[src/rtl/argmax_readout_sched.sv]
// Readout sequencer: scans each row of the FM*WM*ADJ result memory and records
// the argmax column per node, one column compare per cycle.
module argmax_readout_sched #(
    parameter int FEATURE_ROWS      = 6,
    parameter int WEIGHT_COLS       = 3,
    parameter int DOT_PROD_WIDTH    = 16,
    parameter int ROW_ADDR_WIDTH    = 5,
    parameter int MAX_ADDRESS_WIDTH = 2,
    parameter int RD_LATENCY        = 1,
    parameter int SIGNED_CMP        = 0
) (
    input  logic                                        clk,
    input  logic                                        reset,
    input  logic                                        start,
    output logic [ROW_ADDR_WIDTH-1:0]                   read_row,
    output logic                                        rd_en,
    input  logic [DOT_PROD_WIDTH*WEIGHT_COLS-1:0]       row_in,
    output logic                                        result_we,
    output logic [ROW_ADDR_WIDTH-1:0]                   result_row,
    output logic [MAX_ADDRESS_WIDTH-1:0]                result_idx,
    output logic [MAX_ADDRESS_WIDTH*FEATURE_ROWS-1:0]   max_addi_ans,
    output logic                                        busy,
    output logic                                        done
);
    // state   | meaning
    // IDLE    | waiting for start
    // ISSUE   | read_row driven, rd_en high
    // WAIT    | absorbing remaining read latency
    // CAPTURE | latch row, seed best with column 0
    // CMP     | compare one column per cycle
    // WRITE   | store best index for this row
    // DONE    | one-cycle done pulse
    localparam logic [2:0] IDLE    = 3'd0;
    localparam logic [2:0] ISSUE   = 3'd1;
    localparam logic [2:0] WAIT    = 3'd2;
    localparam logic [2:0] CAPTURE = 3'd3;
    localparam logic [2:0] CMP     = 3'd4;
    localparam logic [2:0] WRITE   = 3'd5;
    localparam logic [2:0] DONE    = 3'd6;

    localparam int COL_W = $clog2(WEIGHT_COLS + 1);
    localparam logic [COL_W-1:0]          LAST_COL = COL_W'(WEIGHT_COLS - 1);
    localparam logic [ROW_ADDR_WIDTH-1:0] LAST_ROW = ROW_ADDR_WIDTH'(FEATURE_ROWS - 1);

    logic [2:0]                              state;
    logic [ROW_ADDR_WIDTH-1:0]               row_cnt;
    logic [COL_W-1:0]                        col;
    logic [1:0]                              wait_cnt;
    logic [DOT_PROD_WIDTH*WEIGHT_COLS-1:0]   row_reg;
    logic [DOT_PROD_WIDTH-1:0]               best_val;
    logic [MAX_ADDRESS_WIDTH-1:0]            best_idx;
    logic [DOT_PROD_WIDTH-1:0]               cur_val;
    logic                                    gt;

    assign cur_val = DOT_PROD_WIDTH'(row_reg >> (DOT_PROD_WIDTH * int'(col)));

    // strict greater-than so ties keep the lowest column index
    generate
        if (SIGNED_CMP != 0) begin : g_signed
            assign gt = $signed(cur_val) > $signed(best_val);
        end else begin : g_unsigned
            assign gt = cur_val > best_val;
        end
    endgenerate

    assign rd_en      = (state == ISSUE);
    assign result_we  = (state == WRITE);
    assign result_row = (state == WRITE) ? row_cnt : '0;
    assign result_idx = (state == WRITE) ? best_idx : '0;
    assign busy       = (state != IDLE) && (state != DONE);
    assign done       = (state == DONE);

    always_ff @(posedge clk or posedge reset) begin
        if (reset) begin
            state        <= IDLE;
            row_cnt      <= '0;
            col          <= '0;
            wait_cnt     <= '0;
            read_row     <= '0;
            row_reg      <= '0;
            best_val     <= '0;
            best_idx     <= '0;
            max_addi_ans <= '0;
        end else begin
            case (state)
                IDLE: begin
                    if (start) begin
                        row_cnt  <= '0;
                        read_row <= '0;
                        state    <= ISSUE;
                    end
                end
                ISSUE: begin
                    if (RD_LATENCY == 1) begin
                        state <= CAPTURE;
                    end else begin
                        wait_cnt <= 2'(RD_LATENCY - 2);
                        state    <= WAIT;
                    end
                end
                WAIT: begin
                    if (wait_cnt == 2'd0) state <= CAPTURE;
                    else                  wait_cnt <= wait_cnt - 2'd1;
                end
                CAPTURE: begin
                    row_reg  <= row_in;
                    best_val <= row_in[DOT_PROD_WIDTH-1:0];
                    best_idx <= '0;
                    col      <= COL_W'(1);
                    state    <= (WEIGHT_COLS == 1) ? WRITE : CMP;
                end
                CMP: begin
                    if (gt) begin
                        best_val <= cur_val;
                        best_idx <= MAX_ADDRESS_WIDTH'(col);
                    end
                    if (col == LAST_COL) state <= WRITE;
                    else                 col   <= col + 1'b1;
                end
                WRITE: begin
                    max_addi_ans[int'(row_cnt)*MAX_ADDRESS_WIDTH +: MAX_ADDRESS_WIDTH] <= best_idx;
                    if (row_cnt == LAST_ROW) begin
                        state <= DONE;
                    end else begin
                        row_cnt  <= row_cnt + 1'b1;
                        read_row <= row_cnt + 1'b1;
                        state    <= ISSUE;
                    end
                end
                DONE:    state <= IDLE;
                default: state <= IDLE;
            endcase
        end
    end
endmodule

[config.mk]
export PLATFORM = sky130hd
export DESIGN_NAME = argmax_readout_sched
export DESIGN_NICKNAME = d
export VERILOG_FILES = /design/src/rtl/argmax_readout_sched.sv
export SDC_FILE = /design/constraint.sdc
export NUM_CORES = 1
export LEC_CHECK = 0
export BUFFER_PORTS_ARGS = -buffer_cell sky130_fd_sc_hd__clkbuf_2
export CAP_MARGIN = 25
export CORE_MARGIN = 5
export CORE_UTILIZATION = 50
export CTS_CLUSTER_DIAMETER = 50
export DETAILED_ROUTE_END_ITERATION = 12
export PLACE_DENSITY = 0.72
export SLEW_MARGIN = 20
export SYNTH_ARGS = -nofsm -noshare
export SYNTH_HDL_FRONTEND = slang
export SYNTH_SLANG_ARGS = --single-unit
[constraint.sdc]
create_clock -name clk -period 4.4 [get_ports clk]
set_input_delay 0.44 -clock clk [delete_from_list [all_inputs] [get_ports clk]]
set_output_delay 0.44 -clock clk [all_outputs]
set_load 0.005 [all_outputs]
* Word level (Yosys, flattened, before mapping)
Cells that the tools add are included.
** Storage, ports and cells
- Logic and storage cells :: 60
- Register bits after elaboration :: 90
- Output and inout port bits :: 28
- Bits of input ports :: 51
** Cells by class
- $lt $le $gt $ge :: 1
- Bitwise logic cells :: 1
- Shift-type cells :: 3
- Reductions and logical operators :: 11
- Eq/ne operators :: 15
- $add $sub $neg :: 4
- Mux-type cells :: 17
** Operators with widths (number)
- $shr A48 B6 Y16 :: 1
- $neg A6 Y33 :: 1
- $shift A2 B33 Y12 const A :: 1
- $shiftx A2 B33 Y12 :: 1
- $pmux W16 S2 :: 1
- $pmux W3 S6 :: 1
- $gt A16 B16 Y1 :: 1
- $mux W16 :: 1
- $mux W5 :: 3
- $bwmux W12 :: 1
- $mux W3 :: 4
- $ne A2 B2 Y1 const B :: 6
- $pmux W5 S2 :: 1
- $eq A3 B3 Y1 const B :: 3
- $pmux W2 S2 :: 2
- $eq A3 B2 Y1 const B :: 2
- $mux W2 :: 3
- $reduce_and A2 Y1 :: 3
- $reduce_and A3 Y1 :: 2
- $add A5 B1 Y5 const B :: 1
- $eq A5 B3 Y1 const B :: 1
- $reduce_bool A2 Y1 :: 2
- $eq A3 B1 Y1 const B :: 1
- $logic_not A3 Y1 :: 1
- other kinds (8) :: 8

* Logic depth before layout (Yosys ltp)
- Depth after elaboration :: 4
- Mapped depth :: 13

* Least setup slack after synthesis
OpenSTA, ideal clock, no wires.
- Path type :: flip-flop to flip-flop
- Start point :: register col[1]
- End point :: register best_val[0]
- Arrival :: 2.913 ns
- Clock period less this slack :: 3.041 ns
- Required time :: 4.272 ns
- Stages on the path, launching flop included :: 13
- Setup slack :: 1.359 ns
- Setup time :: 0.128 ns
- Path through :: dfrtp_1 -> buf_2 -> nor2_1 -> clkbuf_1 -> nand2_1 -> o21ai_0 -> ha_1 -> a21oi_1 -> o21ai_0 -> a221o_1 -> o31a_4 -> nor2_8 -> mux2_1
** Between the ends
- Longest elaborated chain between the ends :: 4
- Elaborated cells between the ends (all ways) :: 6
- Those cells by class :: 1 x order compare; 1 x eq/ne; 1 x shift; 2 x mux; 1 x reduce/logical
** Ends and longest elaborated chain
- start: declaration :: line 47 : logic [COL_W-1:0] col;
- start signal: assignment :: line 118 : else col <= col + 1'b1;
- $shr A48 B6 Y16 * :: line 55 : assign cur_val = DOT_PROD_WIDTH'(row_reg >> (DOT_PROD_WIDTH * int'(col)));
- $gt A16 B16 Y1 :: line 62 : assign gt = cur_val > best_val;
- $ne A2 B2 Y1 (no source line)
- $reduce_and A2 Y1 (no source line)
- end signal: assignment :: line 107 : best_val <= row_in[DOT_PROD_WIDTH-1:0];
- end signal: assignment :: line 114 : best_val <= cur_val;
- end: declaration :: line 50 : logic [DOT_PROD_WIDTH-1:0] best_val;
Every way passes the cells marked *; elsewhere a longest branch is shown, timed or not. The select of a mux whose other input is x is not followed.
A chain may end at the register's enable or synchronous reset.

* Worst setup path after layout
- Start point :: register col[0]
- End point :: register best_val[0]
Same word-level chain as after synthesis.

==> run_results.csv <==
group,metric,value,unit
outcome,run_status,"finished, final reports clean",
synth,synth_top_area_share,47.18,%
layout,final_nets,658,
clock_network,clockRootBuffer,"clkbuf_8",
grt,grt-ovfl-total,0,
place,place_hpwl,7592,microns
grt,track_usage,19.38,%
setup_path,critical_path_class,"reg2reg",
power,ir_drop,0.0003019,V
drt,wl_met1,4766,microns
drt,drtIter0Drc,191,
job,max_cap_viol_count,0,
timing,max_freq,0.2906,GHz
setup_path,rrSetupSlack,0.96,ns
drt,drt_wl_total,10360,microns
layout,diodes,0,
setup_path,worstSetupStartpointType,"register",
place,place_area,0.005246,sq mm
timing,setup_viol,0,
grt,grt_max_degree,58,
setup_path,end_kind,"register",
clock_network,cts_sinks,90,
timing,final.setup_skew,0.01075,ns
timing,slew_headroom,31.45,%
floorplanning,floorplan.die_area,0.01160,sq mm
timing,finalHoldViolations,0,
setup_path,r2r_cells,12,
setup_path,reg2reg_to,"best_val[0]$_DFFE_PP0P_",
drt,avgViaCountPerCell,5.129,
timing,slew_viol_final,0,
synth,synth_edf_count,0,
layout,drive_gt1_share,20.00,%
floorplanning,die_width,107.7,microns
layout,multi_input_area,0.002310,sq mm
drt,wl_met3,486,microns
drt,wl_met2,4969,microns
drt,drt_pre_antenna_iters,4,
place,dp_cells,703,
clock_network,cts.clk_slew.worst_paths,0.09,ns
place,dpl_worst_slack,0.9902,ns
place,io_buffers,78,
timing,post-route-min-period,3.441,ns
drt,dr.max_layer_used,"met4",
setup_path,cp-endpoint,"best_val[0]$_DFFE_PP0P_",
hold_path,hold_path_class,"in2async",
timing,rsz0062_at_grt,"no",
synth,syn-cell-area,0.004773,sq mm
synth,syn_nets,588,
timing,tns,0,ns
clock_network,cts_tree,"yes",
floorplanning,die_h,107.7,microns
clock_network,worstSkewPairLatency,0.36,ns
timing,tightest_slew,1.028,ns
synth,ys_types,47,
synth,yosys_warnings,0,
layout,fillers,881,
synth,synthFlopType,"dfrtp_1",
synth,synth.avg_cell_area,9.269,sq um
drt,wire_per_inst,14.41,microns
layout,largest_register_ffs,48,
clock_network,cts_resized,0,
clock_network,holdBufCountCts,0,
power,p_leak,2.907,nW
setup_path,rr_startpoint,"col[0]$_DFFE_PP0P_",
synth,ys_ff_latch,90,
clock_network,cts_made_buffers,9,
floorplanning,initial_core_util,51.42,%
floorplanning,fp-row-count,35,
drt,dr_total_vias,3688,
timing,period_share,78.20,%
layout,ff_latch_area,0.002252,sq mm
floorplanning,io_pins,79,
synth,synthTopCellsByArea,"dfrtp_1 (47%), nand2_1 (14%), mux2i_1 (9.9%)",
clock_network,cts_setup_buffers,0,
floorplanning,core_area,0.009284,sq mm
setup_path,cp_max_fo,20,
setup_path,worstPathArrival,3.69,ns
clock_network,cts-htree-levels,3,
synth,syn_inst,515,
place,routabilityCongestion,0.8521,
power,p_per_area,660.7,mW/mm^2
grt,antenna_found_initial,0,
drt,ant_nets,0,
synth,ys_async_sr_fraction,100.0,%
grt,grt_pass1_vias,3990,
clock_network,clk_path_buf_depth,2,
layout,area_growth_syn_to_layout,14.18,%
drt,drcViolationCount,0,
setup_path,cp-startpoint,"col[0]$_DFFE_PP0P_",
timing,layout_setup_ws,0.9592,ns
synth,yosys.area.top_type,"dfrtp_1",
grt,grt_pass1_wl,18190,microns
layout,fin_area,0.005450,sq mm
setup_path,worstPathRequired,4.65,ns
layout,instances_no_fill,719,
synth,ys_seq_area_share,47.18,%
[critical path, stage by stage (launching register included)]
cell	delay, ns
dfrtp_1	0.71
inv_1	0.13
nor2_1	0.12
buf_4	0.23
nand2_1	0.08
o21ai_0	0.11
ha_1	0.30
a21o_1	0.16
a21o_1	0.17
a221o_1	0.30
o31a_4	0.32
nor2_8	0.32
mux2_1	0.35
[kinds of logic after synthesis]
kind of cell	after synthesis	synth area share, %
flops	90	47.18
xor+xnor	3	0.5506
buf+inv	49	4.535
compound gates	53	6.448
fa+ha+maj	22	5.767
mux	60	13.24
simple gates	238	22.28
[per-layer routing]
metal	vias up	GRT usage (%)
li1	1837	-
met5	-	0
met4	0	5.230
met3	12	4.739
met1	1753	24.12
met2	86	33.53
[synth_stat cells (6+ instances only)]
master	number
mux2_1	7
mux2i_1	47
inv_1	24
ha_1	22
a21oi_1	12
o21ai_0	26
nand3_1	8
and3_1	6
dfrtp_1	90
nor2_1	16
nand2_1	175
clkbuf_1	13
buf_2	8
[per-stage QoR]
step	utilization (%)	hold slack, ns	total power (W)
finish	58.71	0.1858	0.003601
global route	58.71	0.2358	0.003951
CTS	58.69	0.2365	0.003630
detailed placement	56.51	0.4614	0.003043
global placement	56.51	0.4573	0.002984
floorplan	-	0.4450	0.002630
[where the power goes]
part | switching, W | internal (W) | total (W)
combinational | 0.000945 | 0.000655 | 0.00160
sequential | 0.000254 | 0.00117 | 0.00142
clock | 0.000299 | 0.000279 | 0.000578
total | 0.00150 | 0.00210 | 0.00360
[worst min path at each step]
stage	startpoint	end	slack [ns]
after detailed placement	row_reg[1]$_DFFE_PP0P_	row_reg[1]$_DFFE_PP0P_	0.46
after floorplan	row_reg[0]$_DFFE_PP0P_	row_reg[0]$_DFFE_PP0P_	0.44
final	reset	max_addi_ans[11]$_DFFE_PP0P_	0.19
after global routing	reset	max_addi_ans[3]$_DFFE_PP0P_	0.24
after CTS	row_in[27]	row_reg[27]$_DFFE_PP0P_	0.24
after global placement	row_reg[8]$_DFFE_PP0P_	row_reg[8]$_DFFE_PP0P_	0.46
[area by class of cell]
| cell class | count | area share, % |
|---|---|---|
| Tap cell | 129 | 2.961 |
| Clock inverter | 6 | 1.194 |
| Multi-Input combinational cell | 376 | 42.38 |
| Timing Repair Buffer | 83 | 7.851 |
| Inverter | 25 | 1.768 |
| Sequential cell | 90 | 41.32 |
| Clock buffer | 10 | 2.525 |
[layout by cell type, fill, tap and decap left out, types with 2 or more instances in the layout]
cell        n
mux2_1      7
clkbuf_8   10
mux2_4      4
nand2_1   175
clkbuf_2   78
a21o_1      3
mux2i_1    47
o21ai_0    26
clkinv_2    2
nand2b_1    2
nor3_1      4
or3_1       2
and2_1      3
a21oi_1    12
nor2_1     16
o21ai_1     3
dfrtp_1    90
xnor2_1     3
nand3_1     8
o21a_1      2
o211ai_1    2
buf_4       5
nand4_1     4
inv_1      23
or3_4       3
mux2_2      2
and3_1      6
ha_1       22
nor3_2      2
nor2b_1     3
(Power assumes the default switching activity.)
